### src/rtl/lut_coeff_loader.sv
// rtl/lut_coeff_loader.sv - streams coefficient words into the LUT RAMs, then reads them back and checks the sum
module lut_coeff_loader #(
    parameter int DATA_WIDTH   = 32,
    parameter int DEPTH        = 3584,
    parameter int ADDR_WIDTH   = 12,
    parameter int NUM_TABLES   = 4,
    parameter int TSEL_WIDTH   = 2,
    parameter int READ_LATENCY = 1
) (
    input  logic                             clk,
    input  logic                             rst,
    input  logic                             start,
    input  logic                             abort,
    input  logic [DATA_WIDTH-1:0]            in_data,
    input  logic                             in_valid,
    output logic                             in_ready,
    output logic [ADDR_WIDTH-1:0]            lut_address,
    output logic [DATA_WIDTH-1:0]            lut_data,
    output logic [NUM_TABLES-1:0]            lut_wren,
    output logic                             lut_rden,
    input  logic [NUM_TABLES*DATA_WIDTH-1:0] lut_q,
    output logic                             busy,
    output logic                             done,
    output logic                             error,
    output logic [DATA_WIDTH-1:0]            checksum
);

    localparam logic [ADDR_WIDTH-1:0] LAST_ADDR = ADDR_WIDTH'(DEPTH - 1);
    localparam logic [TSEL_WIDTH-1:0] LAST_TSEL = TSEL_WIDTH'(NUM_TABLES - 1);

    typedef enum logic [2:0] {
        S_IDLE,
        S_LOAD,
        S_FLUSH,
        S_VERIFY,
        S_WAIT,
        S_DONE
    } state_t;

    state_t state;

    logic [ADDR_WIDTH-1:0] addr;
    logic [TSEL_WIDTH-1:0] tsel;
    logic [ADDR_WIDTH-1:0] addr_next;
    logic [TSEL_WIDTH-1:0] tsel_next;
    logic                  at_end;

    // table of the read currently on the bus, and whether it is the final one
    logic [TSEL_WIDTH-1:0] iss_tsel;
    logic                  rd_last;

    logic                  ret_valid [READ_LATENCY];
    logic                  ret_last  [READ_LATENCY];
    logic [TSEL_WIDTH-1:0] ret_tsel  [READ_LATENCY];

    logic [DATA_WIDTH-1:0] rb_sum;
    logic [DATA_WIDTH-1:0] rb_next;
    logic [DATA_WIDTH-1:0] q_sel;
    logic                  ret_hit;

    assign in_ready = (state == S_LOAD);
    assign busy     = (state == S_LOAD) || (state == S_FLUSH) ||
                      (state == S_VERIFY) || (state == S_WAIT);
    assign at_end   = (addr == LAST_ADDR) && (tsel == LAST_TSEL);

    always_comb begin
        addr_next = addr + ADDR_WIDTH'(1);
        tsel_next = tsel;
        if (addr == LAST_ADDR) begin
            addr_next = '0;
            tsel_next = (tsel == LAST_TSEL) ? '0 : tsel + TSEL_WIDTH'(1);
        end
    end

    always_comb begin
        q_sel = '0;
        for (int t = 0; t < NUM_TABLES; t++) begin
            if (ret_tsel[READ_LATENCY-1] == TSEL_WIDTH'(t)) begin
                q_sel = lut_q[t*DATA_WIDTH +: DATA_WIDTH];
            end
        end
    end

    // returns only count while a verify pass is live; stale returns after abort are dropped
    assign ret_hit = ret_valid[READ_LATENCY-1] && ((state == S_VERIFY) || (state == S_WAIT));
    assign rb_next = rb_sum + q_sel;

    always_ff @(posedge clk or posedge rst) begin
        if (rst) begin
            state       <= S_IDLE;
            addr        <= '0;
            tsel        <= '0;
            iss_tsel    <= '0;
            rd_last     <= 1'b0;
            rb_sum      <= '0;
            checksum    <= '0;
            lut_address <= '0;
            lut_data    <= '0;
            lut_wren    <= '0;
            lut_rden    <= 1'b0;
            done        <= 1'b0;
            error       <= 1'b0;
            for (int i = 0; i < READ_LATENCY; i++) begin
                ret_valid[i] <= 1'b0;
                ret_last[i]  <= 1'b0;
                ret_tsel[i]  <= '0;
            end
        end else begin
            lut_wren <= '0;

            ret_valid[0] <= lut_rden;
            ret_last[0]  <= lut_rden && rd_last;
            ret_tsel[0]  <= iss_tsel;
            for (int i = 1; i < READ_LATENCY; i++) begin
                ret_valid[i] <= ret_valid[i-1];
                ret_last[i]  <= ret_last[i-1];
                ret_tsel[i]  <= ret_tsel[i-1];
            end

            if (ret_hit) begin
                rb_sum <= rb_next;
            end

            case (state)
                S_IDLE, S_DONE: begin
                    if (start && !abort) begin
                        state    <= S_LOAD;
                        addr     <= '0;
                        tsel     <= '0;
                        rd_last  <= 1'b0;
                        checksum <= '0;
                        rb_sum   <= '0;
                        done     <= 1'b0;
                        error    <= 1'b0;
                        for (int i = 0; i < READ_LATENCY; i++) begin
                            ret_valid[i] <= 1'b0;
                        end
                    end
                end

                S_LOAD: begin
                    // a word accepted alongside abort is still committed to the RAM
                    if (in_valid) begin
                        lut_address <= addr;
                        lut_data    <= in_data;
                        lut_wren    <= NUM_TABLES'(1) << tsel;
                        checksum    <= checksum + in_data;
                        addr        <= addr_next;
                        tsel        <= tsel_next;
                    end
                    if (abort) begin
                        state <= S_IDLE;
                    end else if (in_valid && at_end) begin
                        state <= S_FLUSH;
                    end
                end

                S_FLUSH, S_VERIFY: begin
                    if (abort) begin
                        state    <= S_IDLE;
                        lut_rden <= 1'b0;
                    end else if ((state == S_VERIFY) && rd_last) begin
                        state    <= S_WAIT;
                        lut_rden <= 1'b0;
                    end else begin
                        state       <= S_VERIFY;
                        lut_rden    <= 1'b1;
                        lut_address <= addr;
                        iss_tsel    <= tsel;
                        rd_last     <= at_end;
                        addr        <= addr_next;
                        tsel        <= tsel_next;
                    end
                end

                S_WAIT: begin
                    if (abort) begin
                        state <= S_IDLE;
                    end else if (ret_valid[READ_LATENCY-1] && ret_last[READ_LATENCY-1]) begin
                        state <= S_DONE;
                        done  <= 1'b1;
                        error <= (rb_next != checksum);
                    end
                end

                default: state <= S_IDLE;
            endcase
        end
    end

endmodule

### config.mk
export PLATFORM = sky130hd
export DESIGN_NAME = lut_coeff_loader
export DESIGN_NICKNAME = d
export VERILOG_FILES = /design/src/rtl/lut_coeff_loader.sv
export SDC_FILE = /design/constraint.sdc
export NUM_CORES = 1
export LEC_CHECK = 0
export ABC_AREA = 1
export BUFFER_PORTS_ARGS = -buffer_cell sky130_fd_sc_hd__buf_2
export CELL_PAD_IN_SITES_DETAIL_PLACEMENT = 2
export CELL_PAD_IN_SITES_GLOBAL_PLACEMENT = 2
export CORE_ASPECT_RATIO = 1.1
export CORE_MARGIN = 3
export CORE_UTILIZATION = 32
export DETAILED_ROUTE_END_ITERATION = 8
export PLACE_DENSITY = 0.93
export SLEW_MARGIN = 20
export SYNTH_ARGS = -nofsm -noshare
export SYNTH_HDL_FRONTEND = slang
export SYNTH_SLANG_ARGS = --single-unit
### constraint.sdc
create_clock -name clk -period 7.6 [get_ports clk]
set_input_delay 1.52 -clock clk [delete_from_list [all_inputs] [get_ports clk]]
set_output_delay 1.52 -clock clk [all_outputs]
set_load 0.02 [all_outputs]
Yosys cells after proc, flatten, opt, wreduce, memory -nomap -nowiden
Cells that the tools add are included.

word-level totals
  bits in registers = 139
  bits of input ports = 165
  output and inout bits = 85
  logic and storage cells = 122

cells by class
  add/subtract/negate cells = 4
  equality and inequality tests = 19
  shift-type cells = 1
  muxes and demuxes = 51
  bitwise gates (word level) = 2
  reduce and logical (&&, ||, !) cells = 29

operator list
  cell                                                                      number
  32-bit two-way mux                                                        9
  12-bit two-way mux                                                        8
  32-bit adder                                                              2
  32-bit one-hot mux with 2 select lines                                    1
  12-bit one-hot mux with 3 select lines                                    1
  32-bit inequality test                                                    1
  12-bit one-hot mux with 2 select lines                                    1
  3-bit two-way mux                                                         7
  12-bit by 1-bit adder with 12-bit output (second input constant)          1
  12-bit == test (second input constant)                                    1
  2-bit two-way mux                                                         6
  3-bit one-hot mux with 4 select lines                                     1
  4-bit AND reduction                                                       3
  1-bit two-way mux                                                         11
  2-bit inequality test (second input constant)                             5
  3-bit AND reduction                                                       3
  4-bit two-way mux                                                         2
  2-bit nonzero test                                                        4
  1-bit logical AND                                                         7
  2-bit == test (second input constant)                                     3
  3-bit by 2-bit == test with 1-bit output (second input constant)          2
  3-bit == test (second input constant)                                     2
  3-bit by 2-bit inequality test with 1-bit output (second input constant)  2
  1-bit one-hot mux with 2 select lines                                     3
  other kinds (15)                                                          20

Logic depth before layout (Yosys ltp)
  word-level depth = 10
  gate-level depth with buffers = 28
  depth with buffers taken out = 26

Worst setup path after synthesis
No wires, ideal clock.

  kind = input -> register
  start = in lut_q[32]
  end = reg error
  library setup time = 0.116 ns
  data arrival time = 3.552 ns
  required time = 7.484 ns
  setup slack = 3.931 ns
  cell stages on the path = 21
  buffers on the path = 0
  path through = o21ai_0 o21ai_0 ha_1 inv_1 fa_1 inv_1 nand3_1 nand2_1 nand3_1 nand3_2 nand2_1 nand2_1 nand2_1 nand3_1 nand2_1 nor2_1 nand2_1 nor2_1 nand3_1 nand2_1 nand2_1

between the ends
  cells in the longest elaborated chain, start to end = 8

ends and longest elaborated chain
  what                                   line  RTL
  start, declared                        21    input logic [NUM_TABLES*DATA_WIDTH-1:0] lut_q,
  32-bit two-way mux (3 in a row)        78    if (ret_tsel[READ_LATENCY-1] == TSEL_WIDTH'(t)) begin
  32-bit adder                           86    assign rb_next = rb_sum + q_sel;
  32-bit inequality test                 182   error <= (rb_next != checksum);
  1-bit two-way mux                      179   end else if (ret_valid[READ_LATENCY-1] && ret_last[READ_LATENCY-1]) begin
  1-bit two-way mux                      177   if (abort) begin
  1-bit one-hot mux with 2 select lines  124   case (state)
  end signal, assigned                   182
  end, declared                          24    output logic error,

Every way passes these cells. The select of a mux whose other input is x is not followed.
A chain may end at the register's enable or synchronous reset.

Final worst setup path
  start = reg ret_tsel[1] (netlist name)
  end = reg error

between the ends
  cells in the longest elaborated chain, start to end = 10
  elaborated cells on any way between the ends = 13
  classes of those cells = add/sub (1); eq/ne (4); mux (7); reduce/logical (1)

ends and longest elaborated chain
  what                                       line  RTL
  start, declared                            54    logic [TSEL_WIDTH-1:0] ret_tsel [READ_LATENCY];
  start signal, assigned by index            117   ret_tsel[i] <= ret_tsel[i-1];
  2-bit zero test                            78
  32-bit two-way mux (3 in a row)            78
  32-bit two-way mux (*)                     78
  32-bit adder (*)                           86
  32-bit inequality test (*)                 182
  1-bit two-way mux (*)                      179
  1-bit two-way mux (*)                      177
  1-bit one-hot mux with 2 select lines (*)  124

Mark *: on every way between the ends. The rest lies on a longest branch, timed or not. The select of a mux whose other input is x is not followed.

==> run_results.csv <==
group,metric,value,unit
logic_synthesis,synth_edf_count,0,
placement,detailed_place.area,13190,sq um
clock_tree,clock-sinks,139,
routing,drc,0,
grt,grtUsageTotal,0.2869,
die,coreArea,34730,sq um
timing,tightest_slew,0.8759,ns
clock_tree,clockBufferDepth,2,
run,max_cap_violations,0,
clock_tree,clkLatencyLatePin,0.45,ns
logic_synthesis,synth_top_family_by_area,"simple AND/OR/NAND/NOR gates",
critical_path,critical_path_class,"flip-flop to flip-flop",
clock_tree,htreeDepth,4,
routing,vias_per_cell,5.370,
routing,routed_wl,54540,microns
logic_synthesis,synth-main-ff-cell,"dfrtp_1",
die,fp.dieW,186.1,microns
timing,finalHoldWorstSlack,0.4732,ns
critical_path,critPathLaunchType,"flip-flop",
power_and_ir_drop,ir_drop,186.0,uV
layout,drive_above_1_share,0.1756,
logic_synthesis,synth_top_cell_by_area,"dfrtp_1",
logic_synthesis,synth_compound_area_frac,0.1546,
logic_synthesis,async_flop_share,1.000,
clock_tree,clk_pin_slew_worst_paths,0.07,ns
timing,finalHoldViolCount,0,
critical_path,cpPeakStageDelay,0.68,ns
layout,layout-area-overhead-vs-synth,20.66,%
clock_tree,cts_hold_buf,0,
critical_path,end_kind,"flip-flop",
layout,postLayoutCellArea,13780,sq um
logic_synthesis,seq_area_frac_synth,0.3047,
grt,grt_pass1_wl,85170,microns
critical_path,crit_fanout,18,
clock_tree,cts_tree,"built",
timing,fin_crit,4.879,ns
grt,antenna_found_initial,0,
worst_hold_path,hold_path.class,"flip-flop to flip-flop",
routing,top_layer_used,"met4",
timing,relSlewSlack,0.4161,
routing,wl_met1,22220,microns
critical_path,crit_buf_inv,3,
timing,fin_setup_tns,0,ns
logic_synthesis,synthAdderAreaFrac,0.07803,
clock_tree,cts_resized,0,
layout,diodes,0,
logic_synthesis,synthMuxAreaShare,0,
die,dieArea,37980,sq um
die,fp.dieH,204.1,microns
grt,grt_max_degree,80,
timing,finClkSkew,0.01521,ns
routing,vias,13310,
placement,place_hpwl,42220,microns
clock_tree,post_cts_buffers,0,
die,initial_core_util,0.3287,
placement,port_buffers,249,
power_and_ir_drop,p_per_area,492.2,nW/um^2
layout,fillerInstances,4312,
logic_synthesis,synthTopCellsByCount,"552 x nand2_1, 261 x inv_1, 150 x o21ai_0",
power_and_ir_drop,finalPower,0.006780,W
routing,avgRoutedWirePerCell,22.01,microns
logic_synthesis,ys_ff_latch,139,
layout,nets,2226,
power_and_ir_drop,leakagePower,7.650,nW
logic_synthesis,syn-instance-count,1754,
critical_path,worst_path_most_repeated_cell,"nand2_1",
grt,grt_pass1_vias,15210,
logic_synthesis,synth.most_common_cell,"nand2_1",
placement,gp_congestion,0.8862,
routing,route.met2.wl,27600,microns
logic_synthesis,synth-xor-area-share,0.02192,
timing,setup_viol,0,
clock_tree,cts_buffers,17,
critical_path,path_cells,"inv_2 -> nand2_2 -> clkinv_1 -> nand2_1 -> nand3_1 -> o21ai_0 -> inv_1 -> ha_1 -> nand2_1 -> nor2_1 -> and2_1 -> nand2_1 -> nand2_2 -> nand2_2 -> nand2_1 -> nand2_1 -> nand2_1 -> nor2_1 -> nor2_1 -> nand3_1 -> nor2_1 -> nand3_1 -> nand2_1 -> nand2_1",
routing,wl_met3,3011,microns
timing,fmax,205.0,MHz
critical_path,required,7.94,ns
die,pin_count,250,
critical_path,cp_top_family,"simple AND/OR/NAND/NOR gates",
routing,drtPass1Iterations,5,
logic_synthesis,synth_cell_types,50,
grt,grt_overflow,0,
layout,final_core_util,0.3966,
logic_synthesis,synth.area.top_cells,"dfrtp_1 30%, nand2_1 18%, inv_1 8.6%, ha_1 7.5%, o21ai_0 6.6%",
timing,drv_slew,0,
run_status,status,"finished clean",
logic_synthesis,synthesis.nets,1989,
logic_synthesis,yosysWarnings,0,
logic_synthesis,synth_area,11420,sq um
routing,antenna_left,0,
timing,rsz0062_at_grt,"no",
routing,drt-initial-drc-count,633,
clock_tree,root_buffer,"clkbuf_16",
critical_path,slowest_stage,"dfrtp_1",
logic_synthesis,synth_area_per_cell,6.509,sq um
logic_synthesis,synthSimpleGateAreaFrac,0.3378,
timing,min_period_over_period,0.6420,
logic_synthesis,synth_top_area_frac,0.3047,
critical_path,arrival,5.22,ns
die,num_rows,71,
-- cells in the final DEF, fill, tap and decap left out, types with 17 or more instances in the layout --
cell	instances
nand3_1	134
dfrtp_1	139
nand2_1	552
buf_2	249
inv_1	260
nand2_2	22
clkbuf_16	17
ha_1	68
o22ai_1	25
o21ai_0	150
nor2_1	127
o211ai_1	23
a21oi_1	65
-- layout make-up --
cell class	count	area, sq um	share of cell area
inverter	272	1026	0.07448
clock inverter	14	158.9	0.01153
multi-input combinational	1304	6784	0.4925
clock buffer	18	429.2	0.03115
sequential	139	3478	0.2525
timing repair buffer	257	1306	0.09482
tap	474	593.1	0.04305
-- cell families after synthesis --
group,after synthesis
buffers and inverters,311
and+or+nand+nor,905
DFF,139
AOI/OAI and AO/OA,310
adders and majority gates,70
xor gates and xnor gates,19
-- power breakdown --
group | switching [W] | total, W | internal, W
sequential | 0.000301 | 0.00130 | 0.00100
clock | 0.000390 | 0.000880 | 0.000489
combinational | 0.00322 | 0.00460 | 0.00137
total | 0.00392 | 0.00678 | 0.00286
-- worst paths after layout --
path                                               start                       end  slack [ns]  depth (start not counted)
worst max-delay path               ret_tsel[1]$_DFF_PP0_         error$_DFFE_PP0P_        2.72                         24
worst min-delay path            lut_data[19]$_DFFE_PP0P_  lut_data[19]$_DFFE_PP0P_        0.47                          2
worst max register to register     ret_tsel[1]$_DFF_PP0_         error$_DFFE_PP0P_        2.72                         24
worst min register to register  lut_data[19]$_DFFE_PP0P_  lut_data[19]$_DFFE_PP0P_        0.47                          2
max in group asynchronous                            rst       rb_sum[8]$_DFF_PP0_        4.99                          3
min in group asynchronous                            rst   checksum[3]$_DFFE_PP0P_        1.21                          2
-- metrics by stage --
| stage | std cells | worst slack [ns] |
|---|---|---|
| 2_1_floorplan | 1754 | 2.355 |
| 3_3_place_gp | 2446 | 2.930 |
| 3_5_place_dp | 2446 | 2.646 |
| 4_1_cts | 2478 | 2.725 |
| 5_1_grt | 2478 | 2.321 |
| 6_report | 2478 | 2.721 |
-- sequential cells by signal, indices dropped and copies added, names as in the netlist, 2 cells and up --
name,count
ret_tsel,2
iss_tsel,2
tsel,2
lut_address,12
lut_wren,4
addr,12
lut_data,32
state,3
checksum,32
rb_sum,32
-- per-layer routing --
metal | vias up | track usage
met5 | - | 0
met4 | 0 | 0.1030
met3 | 107 | 0.04842
met2 | 415 | 0.5223
met1 | 6644 | 0.3368
li1 | 6142 | -
-- tightest hold or removal path, stage by stage (launching register included) --
cell	delay, ns
dfrtp_1	0.34
nand2_1	0.05
nand2_1	0.05
No activity file was read; power rests on OpenSTA's default activity.
